--- config.mk ---
export PLATFORM = sky130hd
export DESIGN_NAME = pipe_stage_hs
export DESIGN_NICKNAME = d
export VERILOG_FILES = /design/src/rtl/pipe_stage_hs_pkg.sv /design/src/rtl/pipe_stage_hs_slot.sv /design/src/rtl/pipe_stage_hs.sv
export SDC_FILE = /design/constraint.sdc
export NUM_CORES = 1
export LEC_CHECK = 0
export BUFFER_PORTS_ARGS = -buffer_cell sky130_fd_sc_hd__buf_2
export CAP_MARGIN = 5
export CORE_ASPECT_RATIO = 0.9
export CORE_MARGIN = 4
export CORE_UTILIZATION = 40
export CTS_CLUSTER_SIZE = 10
export DETAILED_ROUTE_END_ITERATION = 10
export SYNTH_ARGS = -nofsm -noshare
export SYNTH_HDL_FRONTEND = slang
export SYNTH_HIERARCHICAL = 1
export SYNTH_SLANG_ARGS = --single-unit
--- constraint.sdc ---
create_clock -name clk -period 2.5 [get_ports clk]
set_input_delay 0.25 -clock clk [delete_from_list [all_inputs] [get_ports clk]]
set_output_delay 0.25 -clock clk [all_outputs]
set_load 0.01 [all_outputs]
--- src/rtl/pipe_stage_hs_pkg.sv ---
// Shared constants and state encoding for the valid/ready pipeline stage register.
package pipe_stage_hs_pkg;

  localparam int          EXC_W_DEF      = 5;
  localparam logic [31:0] RESET_PC_DEF   = 32'h0000_3000;
  localparam logic [31:0] HANDLER_PC_DEF = 32'h0000_4180;

  typedef enum logic [1:0] {
    ST_EMPTY = 2'd0,
    ST_ONE   = 2'd1,
    ST_TWO   = 2'd2
  } state_t;

  function automatic logic [31:0] wrap_inc(input logic [31:0] v);
    return v + 32'd1;
  endfunction

endpackage

--- src/rtl/pipe_stage_hs_slot.sv ---
// One storage slot of the stage: a W-bit register with synchronous reset, clear and load.
module pipe_stage_hs_slot #(
  parameter int W = 1
) (
  input  logic         clk,
  input  logic         reset,
  input  logic         load,
  input  logic         clear,
  input  logic [W-1:0] d,
  output logic [W-1:0] q
);

  always_ff @(posedge clk) begin
    if (reset || clear) q <= '0;
    else if (load)      q <= d;
  end

endmodule

--- src/rtl/pipe_stage_hs.sv ---
// Pipeline stage register with a 2-entry skid buffer, exception flush and bubble insert.
// Optional statistics counters are built when PIPE_STATS_EN is defined.
module pipe_stage_hs
  import pipe_stage_hs_pkg::*;
#(
  parameter int          DATA_W     = 64,
  parameter int          EXC_W      = EXC_W_DEF,
  parameter logic [31:0] RESET_PC   = RESET_PC_DEF,
  parameter logic [31:0] HANDLER_PC = HANDLER_PC_DEF
) (
  input  logic              clk,
  input  logic              reset,
  input  logic              req,
  input  logic              kill,
  input  logic              in_valid,
  output logic              in_ready,
  input  logic [DATA_W-1:0] in_data,
  input  logic [31:0]       in_pc,
  input  logic [EXC_W-1:0]  in_exc,
  input  logic              in_bd,
  output logic              out_valid,
  input  logic              out_ready,
  output logic [DATA_W-1:0] out_data,
  output logic [31:0]       out_pc,
  output logic [EXC_W-1:0]  out_exc,
  output logic              out_bd,
  output logic [31:0]       stat_stall,
  output logic [31:0]       stat_kill
);

  localparam int SLOT_W = DATA_W + 32 + EXC_W + 1;

  state_t            state_p0, state_nx;
  logic [SLOT_W-1:0] in_beat, main_d, main_q, skid_q;
  logic              main_load, main_clr, skid_load, skid_clr;
  logic              acc, dq, kill_hs;
  logic [31:0]       bubble_pc;
  logic              bubble_bd;

  assign in_beat   = {in_data, in_pc, in_exc, in_bd};
  assign out_valid = (state_p0 != ST_EMPTY);
  assign acc       = in_valid && in_ready && !kill;
  assign dq        = out_valid && out_ready;
  assign kill_hs   = kill && in_valid && in_ready;

  always_comb begin
    state_nx  = state_p0;
    main_d    = in_beat;
    main_load = 1'b0;
    main_clr  = 1'b0;
    skid_load = 1'b0;
    skid_clr  = 1'b0;
    if (req) begin
      state_nx = ST_EMPTY;
      main_clr = 1'b1;
      skid_clr = 1'b1;
    end else begin
      unique case (state_p0)
        ST_EMPTY: if (acc) begin
          main_load = 1'b1;
          state_nx  = ST_ONE;
        end
        ST_ONE: begin
          if (acc && !dq) begin
            skid_load = 1'b1;
            state_nx  = ST_TWO;
          end else if (!acc && dq) begin
            main_clr = 1'b1;
            state_nx = ST_EMPTY;
          end else if (acc && dq) begin
            main_load = 1'b1;
          end
        end
        ST_TWO: if (dq) begin
          main_d    = skid_q;
          main_load = 1'b1;
          skid_clr  = 1'b1;
          state_nx  = ST_ONE;
        end
        default: state_nx = ST_EMPTY;
      endcase
    end
  end

  // State register, registered in_ready and bubble PC/BD tracking
  always_ff @(posedge clk) begin
    if (reset) begin
      state_p0  <= ST_EMPTY;
      in_ready  <= 1'b1;
      bubble_pc <= RESET_PC;
      bubble_bd <= 1'b0;
    end else begin
      state_p0 <= state_nx;
      in_ready <= (state_nx != ST_TWO);
      if (req) begin
        bubble_pc <= HANDLER_PC;
        bubble_bd <= 1'b0;
      end else if (kill_hs) begin
        bubble_pc <= in_pc;
        bubble_bd <= in_bd;
      end
    end
  end

  pipe_stage_hs_slot #(.W(SLOT_W)) u_main (
    .clk   (clk),
    .reset (reset),
    .load  (main_load),
    .clear (main_clr),
    .d     (main_d),
    .q     (main_q)
  );

  pipe_stage_hs_slot #(.W(SLOT_W)) u_skid (
    .clk   (clk),
    .reset (reset),
    .load  (skid_load),
    .clear (skid_clr),
    .d     (in_beat),
    .q     (skid_q)
  );

  assign out_data = out_valid ? main_q[SLOT_W-1 -: DATA_W] : '0;
  assign out_pc   = out_valid ? main_q[EXC_W+1 +: 32]      : bubble_pc;
  assign out_exc  = out_valid ? main_q[1 +: EXC_W]         : '0;
  assign out_bd   = out_valid ? main_q[0]                  : bubble_bd;

`ifdef PIPE_STATS_EN
  logic [31:0] stall_cnt, kill_cnt;

  // Counters survive a flush; only reset clears them
  always_ff @(posedge clk) begin
    if (reset) begin
      stall_cnt <= '0;
      kill_cnt  <= '0;
    end else begin
      if (out_valid && !out_ready) stall_cnt <= wrap_inc(stall_cnt);
      if (kill_hs && !req)         kill_cnt  <= wrap_inc(kill_cnt);
    end
  end

  assign stat_stall = stall_cnt;
  assign stat_kill  = kill_cnt;
`else
  assign stat_stall = 32'd0;
  assign stat_kill  = 32'd0;
`endif

endmodule
=== Yosys cells after proc, flatten, opt, wreduce, memory -nomap -nowiden ===
Cells that the tools add are included.

* Equal/unequal tests: 3
* Multiplexer cells: 31
* Reduce and logical (&&, ||, !) cells: 17

{| class="wikitable"
|+ Operators with widths
! cell !! count
|-
| 102-bit two-way mux || 3
|-
| 64-bit two-way mux || 1
|-
| 32-bit two-way mux || 1
|-
| 15-bit two-way mux || 2
|-
| 1-bit two-way mux || 16
|-
| 2-bit two-way mux || 5
|-
| 1-bit logical AND || 8
|-
| 2-bit case mux with 3 select lines || 1
|-
| 5-bit two-way mux || 1
|-
| 2-bit nonzero test || 2
|-
| 1-bit logical NOT || 3
|-
| 1-bit case mux with 3 select lines || 1
|-
| 2-bit by 1-bit == test with 1-bit output, second input constant || 1
|-
| 2-bit == test, second input constant || 1
|-
| 2-bit logical NOT || 1
|-
| 1-bit logical OR || 2
|-
| 2-bit != test, second input constant || 1
|-
| 2-bit OR reduction || 1
|}

* Bits in registers: 240
* Input port bits: 108
* Output and inout bits: 168

=== Longest topological paths before layout ===
Gate-level depths: netlist of run 1.

* Word-level depth: 9
* Gate-level depth with buffers: 8

=== By module ===
Netlist of run 1, hierarchy kept.

{| class="wikitable"
|+ By module, submodules not included
! module !! times used !! cells each !! area each (sq um)
|-
| pipe_stage_hs_slot || 2 || 330 || 3763.6
|-
| pipe_stage_hs || 1 || 461 || 3993.8
|}

=== Worst setup path before layout of run 1 ===
OpenSTA, ideal clock, no wires.

* Kind: flip-flop to flip-flop
* From: register in_ready
* To: register u_main.q[19]
* Library setup time: 0.114 ns
* Data arrival time: 1.615 ns
* Data required time: 2.386 ns
* Path slack: 0.771 ns
* Cell stages (with the launch flop): 9
* Period minus slack after synthesis: 1.729 ns
* Cells stage by stage: dfxtp_1 > nand3b_1 > or3_1 > a21oi_1 > buf_4 > buf_12 > buf_12 > mux2i_1 > nor2_1

* Elaborated cells between the ends (all ways): 17

{| class="wikitable"
|+ RTL lines
! item !! RTL line !! text
|-
| start, declared || pipe_stage_hs.sv:16 || <nowiki>output logic in_ready,</nowiki>
|-
| start signal, assigned || pipe_stage_hs.sv:94 || <nowiki>in_ready <= (state_nx != ST_TWO);</nowiki>
|-
| 1-bit logical AND * (2 in series) || pipe_stage_hs.sv:42 || <nowiki>assign acc = in_valid && in_ready && !kill;</nowiki>
|-
| 1-bit logical AND or 1-bit logical NOT (tied branches) || pipe_stage_hs.sv:70, pipe_stage_hs.sv:67 ||
|-
| 1-bit two-way mux or 1-bit logical AND (tied branches) || pipe_stage_hs.sv:70, pipe_stage_hs.sv:67 ||
|-
| 1-bit two-way mux || pipe_stage_hs.sv:67 || <nowiki>end else if (!acc && dq) begin</nowiki>
|-
| 1-bit two-way mux || pipe_stage_hs.sv:64 || <nowiki>if (acc && !dq) begin</nowiki>
|-
| 1-bit case mux with 3 select lines * || pipe_stage_hs.sv:58 || <nowiki>unique case (state_p0)</nowiki>
|-
| 1-bit two-way mux * || pipe_stage_hs.sv:53 || <nowiki>if (req) begin</nowiki>
|-
| net main_load || pipe_stage_hs.sv:35 || <nowiki>logic main_load, main_clr, skid_load, skid_clr;</nowiki>
|-
| end signal, assigned || pipe_stage_hs_slot.sv:14 || <nowiki>if (reset || clear) q <= '0;</nowiki>
|-
| end signal, assigned || pipe_stage_hs_slot.sv:15 || <nowiki>else if (load) q <= d;</nowiki>
|-
| end, declared || pipe_stage_hs_slot.sv:10 || <nowiki>output logic [W-1:0] q</nowiki>
|}

The timed path passes the listed nets; every way through them passes the cells marked *.
A chain may end at the register's enable or synchronous reset.

=== Final worst setup path of run 1 ===
* From: register state_p0[1]
* To: output out_pc[5]

* Cells in the longest elaborated chain, start to end: 2

{| class="wikitable"
|+ RTL lines
! item !! RTL line !! text
|-
| start, declared || pipe_stage_hs.sv:33 || <nowiki>state_t state_p0, state_nx;</nowiki>
|-
| start signal, assigned || pipe_stage_hs.sv:93 || <nowiki>state_p0 <= state_nx;</nowiki>
|-
| 2-bit nonzero test || pipe_stage_hs.sv:41 || <nowiki>assign out_valid = (state_p0 != ST_EMPTY);</nowiki>
|-
| 32-bit two-way mux || pipe_stage_hs.sv:124 || <nowiki>assign out_pc = out_valid ? main_q[EXC_W+1 +: 32] : bubble_pc;</nowiki>
|-
| end, declared || pipe_stage_hs.sv:24 || <nowiki>output logic [31:0] out_pc,</nowiki>
|}

No other way between the ends.

==> metrics.csv, run 1 <==
stage,metric,value,unit
logic_synthesis,synth.distinct_cells,33,
clock_tree,cts_tree,built,
grt,grt_util_all_layers,0.170,
pwr,powerDensity,595,mW/mm^2
place,portBuffers,211,
logic_synthesis,synth_warnings,6,
finish,fill_cells,2640,
finish,layout.nets,1516,
routing,drtPass1Iterations,4,
floorplan,dieArea,0.0316,sq mm
logic_synthesis,synthArstFlopShare,0,
sta,final_hold_viol_count,0,
logic_synthesis,synth_top_cell_area_share,0.417,
clock_tree,clock-root-buffer,clkbuf_16,
sta,setup_viol,0,
clock_tree,cts_max_level,1,
grt,grtUsageMet1,0.244,
grt,grtUsageMet3,0.0309,
sta,timing.final.crit_share,0.936,
logic_synthesis,synthMuxAreaShare,0.311,
grt,grt_pass1_vias,8365,
floorplan,num_rows,58,
logic_synthesis,synth_area_leader_cell,dfxtp_1,
logic_synthesis,ys.flop_type,dfxtp_1,
logic_synthesis,synth_top_family_by_area,multiplexers,
critical_path,arrival,2.09,ns
grt,grt.busiest_layer,met2,
grt,met2_usage,0.270,
grt,antenna_found_initial,0,
sta,max_slew_margin,0.592,
sta,period_needed,2.34,ns
routing,drc_errors,0,
place,gp_congestion,0.721,
grt,overflow,0,
logic_synthesis,yosysSeqAreaShare,0.417,
grt,grt_pass1_wl,45000,um
logic_synthesis,synthXorXnorAreaFrac,0,
floorplan,num_io_pins,276,
finish,multi_input_area,0.00561,sq mm
clock_tree,insertion_delay,0.54,ns
logic_synthesis,yosys.area_share.simple,0.135,
logic_synthesis,ys_seq_elements,240,
floorplan,fp.dieH,169,um
sta,clock_skew,0.0177,ns
routing,wl_per_cell,15.6,um
clock_tree,cts-resized-gates,0,
finish,antennaDiodeCount,0,
floorplan,initial_utilization,0.409,
status,status,"finished, final reports clean",
clock_tree,cts-buffers-inserted,29,
place,post-dp-hpwl,17100,um
routing,drt-vias-per-instance,4.66,
sta,max_freq,0.427,GHz
critical_path,crit_slowest_cell,dfxtp_1,
logic_synthesis,synth_edf_count,0,
pwr,leakagePower,5.58,nW
sta,slew_viol_final,0,
logic_synthesis,synth_area_per_cell,10.3,sq um
critical_path,slowest_delay,0.43,ns
logic_synthesis,synthAdderAreaFrac,0,
sta,final.setup.tns,0,ns
critical_path,cp_max_fo,59,
logic_synthesis,netlist_area,0.0115,sq mm
logic_synthesis,synth_compound_area_frac,0.0184,
finish,seqCellArea,0.00480,sq mm
critical_path,startpoint_type,register,
logic_synthesis,synthTopCellsByArea,"dfxtp_1 (42%), mux2i_1 (18%), mux2_1 (7.8%)",
critical_path,crit_required,2.25,ns
routing,antenna_left,0,
sta,tightest_slew,0.612,ns
critical_path,critical-path-top-delay-family,buffers and inverters,
pwr,vdd.ir_drop.worst,0.492,mV
finish,drive_gt1_frac,0.234,
floorplan,die_w,187,um
clock_tree,cts_sinks,240,
grt,grt_max_degree,65,
clock_tree,cts.clk_slew.worst_paths,0.05,ns
finish,fin_area,0.0141,sq mm
floorplan,coreArea,0.0282,sq mm
sta,rsz0062_at_grt,false,
routing,wirelength,27700,um
place,dpl_cell_area,0.0123,sq mm
critical_path,crit_type,reg2out,
critical_path,end_kind,output port,
critical_path,cp_cell_sequence,"or2_4, buf_12, mux2_2, buf_2",
flow_run,drv_cap,0,
routing,drt_iter0_markers,304,
finish,final_common_cell,dfxtp_1,
finish,layout_common_cells,"dfxtp_1 (240), buf_2 (211), mux2i_1 (206)",
routing,vias,8274,
finish,syn_to_final_growth,22.7,%
hold_path,hp-class,in2reg,
critical_path,crit_buf_inv,2,
logic_synthesis,syn_inst,1121,
clock_tree,cts_buffer_depth,3,
[sequential cells by signal, summed over array words and instances (netlist names)]
signal     cells
bubble_bd      1
bubble_pc     32
in_ready       1
state_p0       2
u_main/q     102
u_skid/q     102
[worst reg2reg max path, stage by stage (launching register included)]
cell	delay, ns
dfxtp_1	0.38
nand3b_1	0.12
or3_1	0.41
a21oi_4	0.23
buf_12	0.39
mux2i_1	0.36
nor2_1	0.05
[path summary, 6_finish.rpt]
path,end,startpoint,slack [ns],cells after the start
worst max-delay path,out_pc[5],state_p0[1],0.16,4
worst min-delay path,bubble_pc[12],req,0.06,2
worst max register to register,u_main/q[75],in_ready,0.44,6
worst min register to register,bubble_pc[27],bubble_pc[27],0.45,2
[cell families (layout without fill, tap and decap cells)]
| kind of cell | after synthesis | in the layout |
|---|---|---|
| buffers and inverters | 146 | 378 |
| DFF | 240 | 240 |
| and+or+nand+nor | 355 | 355 |
| other | 1 | 64 |
| AOI/OAI and AO/OA | 38 | 38 |
| muxes | 341 | 341 |
[layer usage]
metal  part of all wire  vias to the layer above
met5                  0                        -
met4              0.019                        0
met3              0.050                       36
met2               0.44                      221
met1               0.49                     3835
li1                   -                     4182
[cells in the mapped netlist (3+ instances only)]
| master | n |
|---|---|
| dfxtp_1 | 240 |
| mux2_1 | 80 |
| buf_12 | 18 |
| a21oi_1 | 29 |
| buf_6 | 18 |
| and2_1 | 69 |
| a31oi_1 | 3 |
| mux2i_1 | 206 |
| mux2_2 | 55 |
| or2_1 | 3 |
| buf_4 | 72 |
| buf_8 | 9 |
| clkbuf_1 | 13 |
| nand2_1 | 66 |
| buf_2 | 14 |
| nor2_1 | 204 |
[per-stage QoR]
stage,util,setup WS (ns),power [mW],std cells,hold slack (ns)
after floorplan,-,0.771,4.45,1184,0.319
after global placement,0.435,0.458,4.56,1633,0.439
after detailed placement,0.435,0.446,4.57,1633,0.444
after CTS,0.502,0.102,8.56,1776,0.0297
after global routing,0.502,0.00331,8.78,1776,0.0461
final,0.502,0.161,8.41,1776,0.0639
[cell type report]
type                       instances  share of cell area
multi-input combinational        798               0.397
timing repair buffer             337               0.172
clock inverter                     4             0.00345
inverter                           2            0.000531
clock buffer                      35              0.0558
sequential                       240               0.340
tap                              360              0.0319
[timing repair]
item	in CTS	in global routing
endpoints found under the hold margin	135	0
hold buffers	104	0
setup buffers	0	0
[where the power goes]
part,total [mW],switching [mW],internal [mW]
Clock,3.80,1.52,2.28
Combinational,0.729,0.377,0.351
Sequential,3.89,0.0183,3.87
Total,8.41,1.91,6.50
No activity file was read; power rests on OpenSTA's default activity.
==> inputs of run 2 (changes only) <==
--- a/config.mk
+++ b/config.mk
@@ -8,7 +8,6 @@
 export BUFFER_PORTS_ARGS = -buffer_cell sky130_fd_sc_hd__buf_2
 export CAP_MARGIN = 5
 export CORE_ASPECT_RATIO = 0.9
-export CORE_MARGIN = 4
 export CORE_UTILIZATION = 40
 export CTS_CLUSTER_SIZE = 10
 export DETAILED_ROUTE_END_ITERATION = 10
==> constraint.sdc (replaced) <==
create_clock -name clk -period 2.4 [get_ports clk]
set_input_delay 0.24 -clock clk [delete_from_list [all_inputs] [get_ports clk]]
set_output_delay 0.24 -clock clk [all_outputs]
set_load 0.01 [all_outputs]
==> run 2 against run 1 <==
Global-route usage up 0.95 points. Core utilization down 0.25 points. Non-clock buffer count up 4. Die area down 6.6%. Worst hold slack better by 0.0054 ns. Sequential cell count unchanged. Cell count unchanged.
==> metrics.csv, run 2 (same netlist as run 1, synthesis figures left out) <==
stage,metric,value,unit,change
place,dp_cells,1637,,was 1633
finish,final_common_cell,dfxtp_1,,unchanged
grt,grt_util_all_layers,0.179,,was 0.170
critical_path,end_kind,output port,,unchanged
grt,grt_pass1_wl,42800,um,was 45000 um
clock_tree,cts-buffers-inserted,28,,was 29
floorplan,dieArea,0.0295,sq mm,was 0.0316 sq mm
finish,antennaDiodeCount,0,,unchanged
pwr,power.net_switching,1.96,mW,was 1.91 mW
finish,layout.nets,1519,,was 1516
critical_path,crit_slowest_cell,dfxtp_1,,unchanged
sta,period_needed,2.31,ns,
clock_tree,cts_tree,built,,unchanged
clock_tree,cts_sinks,240,,unchanged
critical_path,crit_type,reg2out,,unchanged
grt,grt_max_degree,83,,was 65
critical_path,critical-path-top-delay-family,flip-flops,,was buffers and inverters
routing,antenna_left,0,,unchanged
finish,reg_top3,"u_main/q x102, u_skid/q x102, bubble_pc x32",,unchanged
pwr,power_frac_comb,0.090,,was 0.087
critical_path,arrival,2.07,ns,was 2.09 ns
flow_run,drv_cap,0,,unchanged
clock_tree,cts_max_level,1,,unchanged
sta,setup_viol,0,,unchanged
critical_path,crit_required,2.16,ns,was 2.25 ns
floorplan,coreArea,0.0282,sq mm,unchanged
place,portBuffers,211,,unchanged
finish,fill_cells,2654,,was 2640
pwr,leakagePower,5.55,nW,was 5.58 nW
floorplan,initial_utilization,0.409,,unchanged
clock_tree,postCtsSetupRepairBufs,0,,unchanged
pwr,sequentialPowerShare,0.473,,was 0.462
clock_tree,cts_buffer_depth,3,,unchanged
routing,drtPass1Iterations,4,,unchanged
pwr,power,8.55,mW,was 8.41 mW
pwr,powerDensity,608,mW/mm^2,was 595 mW/mm^2
sta,max_slew_margin,0.408,,was 0.592
routing,wirelength,27100,um,was 27700 um
grt,overflow,0,,unchanged
routing,wl_per_cell,15.3,um,was 15.6 um
routing,drt-vias-per-instance,4.71,,was 4.66
floorplan,num_rows,58,,unchanged
finish,drive_gt1_frac,0.234,,about the same
finish,syn_to_final_growth,22.1,%,was 22.7%
sta,clock_skew,0.00743,ns,was 0.0177 ns
grt,grt_pass1_vias,8196,,was 8365
finish,layout_common_cells,"dfxtp_1 (240), buf_2 (211), mux2i_1 (206)",,unchanged
pwr,switching_share,0.229,,was 0.227
pwr,p_int,6.59,mW,was 6.50 mW
sta,slew_viol_final,0,,unchanged
critical_path,cp_max_fo,20,,was 59
sta,tightest_slew,0.887,ns,was 0.612 ns
critical_path,cp_cell_sequence,"or2_4, buf_4, mux2_2, buf_2",,"was or2_4, buf_12, mux2_2, buf_2"
sta,final_hold_viol_count,0,,unchanged
critical_path,crit_buf_inv,2,,unchanged
critical_path,cp-startpoint,state_p0[1],,unchanged
floorplan,fp.dieH,163,um,was 169 um
floorplan,die_w,181,um,was 187 um
floorplan,num_io_pins,276,,unchanged
critical_path,startpoint_type,register,,unchanged
routing,drc_errors,0,,unchanged
sta,hold-worst-slack,0.0693,ns,was 0.0639 ns
grt,antenna_found_initial,0,,unchanged
routing,drt_iter0_markers,330,,was 304
hold_path,hp-class,in2reg,,unchanged
sta,rsz0062_at_grt,false,,unchanged
critical_path,slowest_delay,0.44,ns,was 0.43 ns
pwr,clkPwrFrac,0.437,,was 0.451
place,post-dp-hpwl,16600,um,was 17100 um
sta,max_freq,0.434,GHz,
place,gp_congestion,0.730,,was 0.721
routing,vias,8361,,was 8274
sta,final.setup.tns,0,ns,unchanged
finish,final_cells,1776,,unchanged
clock_tree,clock-root-buffer,clkbuf_16,,unchanged
critical_path,reg2reg_from,state_p0[0],,was in_ready
pwr,vdd.ir_drop.worst,0.498,mV,was 0.492 mV
clock_tree,cts.clk_slew.worst_paths,0.06,ns,was 0.05 ns
hold_path,hold_start,req,,unchanged
sta,timing.final.crit_share,0.961,,
clock_tree,insertion_delay,0.53,ns,was 0.54 ns
status,status,"finished, final reports clean",,unchanged
## run 2: cell count changes in the layout (fill, tap and decap cells not counted)
| cell | change |
|---|---|
| buf_4 | +6 |
| clkbuf_8 | -2 |
| buf_6 | +1 |
| inv_6 | -1 |
| bufinv_16 | -1 |
| buf_12 | -3 |
| clkbuf_1 | +1 |
| clkinv_2 | -1 |
## run 2: path summary, 6_finish.rpt
| check | to | slack (ns) | cells past startpoint |
|---|---|---|---|
| min reg2reg | bubble_pc[23] | 0.45 | 2 |
| max | out_bd | 0.09 | 4 |
| max reg2reg | u_main/q[85] | 0.39 | 6 |
| min | bubble_pc[13] | 0.07 | 2 |
## run 2: repair_timing
action	CTS	global route
endpoints found under the setup margin	0	14
hold buffers	104	0
gates resized for setup	0	1
hold endpoints to repair	134	0
## run 2: layout make-up
| cell class | instances | area (sq um) | area share |
|---|---|---|---|
| multi-input combinational | 798 | 5610 | 0.399 |
| sequential | 240 | 4800 | 0.342 |
| timing repair buffer | 341 | 2420 | 0.172 |
| clock buffer | 34 | 764 | 0.0544 |
| tap | 360 | 450 | 0.0320 |
| inverter | 2 | 7.51 | 0.000534 |
| clock inverter | 1 | 5.00 | 0.000356 |
## run 2: worst reg2reg max path, stage by stage, from the launching register on
cell      delay (ns)
dfxtp_1         0.33
nand3b_2        0.29
nor2_4          0.15
buf_12          0.40
mux2_2          0.50
mux2i_1         0.18
nor2_1          0.05
## run 2: power by group through the flow
stage          registers (mW)  logic (mW)  clock network (mW)
3_3_place_gp             4.13       0.626                   0
4_1_cts                  4.05       0.770                3.87
3_5_place_dp             4.13       0.631                   0
2_1_floorplan            4.13       0.507                   0
5_1_grt                  4.05       0.838                4.01
6_report                 4.05       0.768                3.74
## run 2: per-layer routing
layer / vias to the layer above / share of wire / track usage
met1: 3920 / 0.49 / 0.244
li1: 4192 / - / -
met2: 212 / 0.45 / 0.296
met5: - / 0 / 0
met4: 0 / 0.017 / 0.0404
met3: 37 / 0.049 / 0.0315
## run 2: per-stage QoR
stage               cell area (sq um)  setup slack (ns)  utilization
floorplan                       11800             0.671            -
global placement                12300             0.415        0.435
detailed placement              12300             0.388        0.435
CTS                             14100            0.0290        0.499
global route                    14100           0.00569        0.500
finish                          14100            0.0944        0.500
==> inputs of run 3 (changes only) <==
--- a/config.mk
+++ b/config.mk
@@ -8,9 +8,10 @@
 export BUFFER_PORTS_ARGS = -buffer_cell sky130_fd_sc_hd__buf_2
 export CAP_MARGIN = 5
 export CORE_ASPECT_RATIO = 0.9
-export CORE_UTILIZATION = 40
+export CORE_UTILIZATION = 58
 export CTS_CLUSTER_SIZE = 10
 export DETAILED_ROUTE_END_ITERATION = 10
+export PLACE_DENSITY = 0.85
 export SYNTH_ARGS = -nofsm -noshare
 export SYNTH_HDL_FRONTEND = slang
 export SYNTH_HIERARCHICAL = 1
==> constraint.sdc (replaced) <==
create_clock -name clk -period 2.8 [get_ports clk]
set_input_delay 0.28 -clock clk [delete_from_list [all_inputs] [get_ports clk]]
set_output_delay 0.28 -clock clk [all_outputs]
set_load 0.01 [all_outputs]
==> run 3 against run 2 <==
Critical endpoint is now out_pc[3]. Global-route usage grew 5.4 points. Largest cell class unchanged. Cell area shrank 9.7%. Largest power group unchanged. Critical path depth is the same.
==> metrics.csv, run 3 (same netlist as run 1, synthesis figures left out) <==
stage,metric,value,unit,change
clock_tree,cts-resized-gates,0,,unchanged
sta,period_needed,2.45,ns,
floorplan,num_rows,48,,was 58
sta,slew_viol_final,0,,unchanged
floorplan,initial_utilization,0.596,,was 0.409
critical_path,slowest_delay,0.45,ns,was 0.44 ns
place,portBuffers,211,,unchanged
critical_path,r2r_slack,0.70,ns,was 0.39 ns
critical_path,critical-path-top-delay-family,buffers and inverters,,was flip-flops
floorplan,coreArea,0.0193,sq mm,was 0.0282 sq mm
critical_path,crit_slowest_cell,dfxtp_1,,unchanged
pwr,powerDensity,544,mW/mm^2,was 608 mW/mm^2
sta,max_freq,0.408,GHz,
grt,grt_util_all_layers,0.234,,was 0.179
critical_path,startpoint_type,register,,unchanged
floorplan,fp.dieH,136,um,was 163 um
finish,drive_gt1_frac,0.244,,was 0.234
clock_tree,ctsHoldBuffers,0,,was 104
pwr,power.net_switching,1.56,mW,was 1.96 mW
clock_tree,cts_max_level,1,,unchanged
flow_run,drv_cap,0,,unchanged
critical_path,crit_required,2.52,ns,was 2.16 ns
sta,timing.final.crit_share,0.876,,
finish,reg_top3,"u_main/q x102, u_skid/q x102, bubble_pc x32",,unchanged
routing,wl_per_cell,16.1,um,was 15.3 um
sta,setup_slack,0.349,ns,was 0.0944 ns
clock_tree,cts_tree,built,,unchanged
finish,layout_common_cells,"dfxtp_1 (240), buf_2 (211), mux2i_1 (206)",,unchanged
critical_path,arrival,2.17,ns,was 2.07 ns
clock_tree,cts-buffers-inserted,27,,was 28
grt,overflow,0,,unchanged
clock_tree,cts.clk_slew.worst_paths,0.05,ns,was 0.06 ns
critical_path,crit_type,reg2out,,unchanged
grt,grt_max_degree,64,,was 83
routing,drt_iter0_markers,351,,was 330
routing,wirelength,24900,um,was 27100 um
place,post-dp-hpwl,15400,um,was 16600 um
critical_path,cp_cell_sequence,"or2_4, buf_4, mux2_2, buf_2",,unchanged
status,status,"finished, final reports clean",,unchanged
critical_path,reg2reg_from,in_ready,,was state_p0[0]
pwr,clkPwrFrac,0.422,,was 0.437
hold_path,hp-class,in2reg,,unchanged
sta,setup_viol,0,,unchanged
routing,antenna_left,0,,unchanged
floorplan,num_io_pins,276,,unchanged
place,gp_congestion,0.743,,was 0.730
routing,vias,8041,,was 8361
hold_path,hold_start,in_exc[4],,was req
pwr,vdd.ir_drop.worst,0.472,mV,was 0.498 mV
routing,drtPass1Iterations,5,,was 4
pwr,switching_share,0.226,,was 0.229
grt,grt_pass1_wl,38400,um,was 42800 um
critical_path,crit_buf_inv,2,,unchanged
clock_tree,cts_sinks,240,,unchanged
pwr,leakagePower,5.01,nW,was 5.55 nW
sta,tightest_slew,0.905,ns,was 0.887 ns
clock_tree,postCtsSetupRepairBufs,0,,unchanged
sta,final.setup.tns,0,ns,unchanged
grt,antenna_found_initial,1,,was 0
critical_path,end_kind,output port,,unchanged
floorplan,die_w,151,um,was 181 um
place,dpl_cell_area,0.0120,sq mm,was 0.0123 sq mm
pwr,power_frac_comb,0.076,,was 0.090
pwr,sequentialPowerShare,0.502,,was 0.473
finish,syn_to_final_growth,10.3,%,was 22.1%
floorplan,dieArea,0.0204,sq mm,was 0.0295 sq mm
sta,rsz0062_at_grt,false,,unchanged
sta,clock_skew,0.00594,ns,was 0.00743 ns
clock_tree,clock-root-buffer,clkbuf_16,,unchanged
clock_tree,cts_buffer_depth,3,,unchanged
place,place_ws,0.701,ns,was 0.388 ns
finish,fin_area,0.0127,sq mm,was 0.0141 sq mm
critical_path,cp-startpoint,state_p0[1],,unchanged
grt,grt_pass1_vias,7802,,was 8196
finish,layout.nets,1404,,was 1519
critical_path,cp_max_fo,38,,was 20
clock_tree,insertion_delay,0.51,ns,was 0.53 ns
sta,final_hold_viol_count,0,,unchanged
finish,final_common_cell,dfxtp_1,,unchanged
pwr,p_int,5.35,mW,was 6.59 mW
routing,drt-vias-per-instance,5.20,,was 4.71
sta,max_slew_margin,0.397,,was 0.408
routing,drc_errors,0,,unchanged
-- run 3: path summary, 6_finish.rpt --
path              endpoint  cells past startpoint
max              out_pc[3]                      4
min            u_skid/q[5]                      3
max reg2reg   u_skid/q[93]                      6
min reg2reg  bubble_pc[25]                      2
-- run 3: routing by layer --
layer  GRT usage  wire (um)  vias to the layer above
met5           0          0                        -
met4      0.0595        480                        0
met3      0.0461       1550                       40
met2       0.406      11900                      232
met1       0.295      11000                     3836
li1            -          -                     3933
-- run 3: area by class of cell --
cell class	instances	area, sq um
antenna	2	5.00
clock buffer	27	676
fill	1532	6630
inverter	2	7.51
multi-input combinational	798	5610
sequential	240	4800
tap	250	313
timing repair buffer	227	1290
-- run 3: power groups by stage --
stage	logic [mW]	registers (mW)	clock network, mW
floorplan	0.434	3.54	0
global placement	0.506	3.54	0
detailed placement	0.517	3.54	0
CTS	0.523	3.47	2.96
global route	0.568	3.47	3.10
finish	0.524	3.47	2.92
-- run 3: metrics by stage --
| step | util | power [mW] | cells | hold WS, ns |
|---|---|---|---|---|
| floorplan | - | 3.97 | 1184 | 0.349 |
| detailed placement | 0.622 | 4.06 | 1517 | 0.444 |
| global placement | 0.622 | 4.05 | 1517 | 0.439 |
| CTS | 0.657 | 6.96 | 1544 | 0.00451 |
| global route | 0.657 | 7.15 | 1544 | 0.00610 |
| finish | 0.657 | 6.91 | 1546 | 0.0144 |
-- run 3: worst min-delay path: cells and delay by family --
| family | cells | cell delay [ns] |
|---|---|---|
| buffers and inverters | 1 | 0.08 |
| muxes | 1 | 0.06 |
| and+or+nand+nor | 1 | 0.07 |
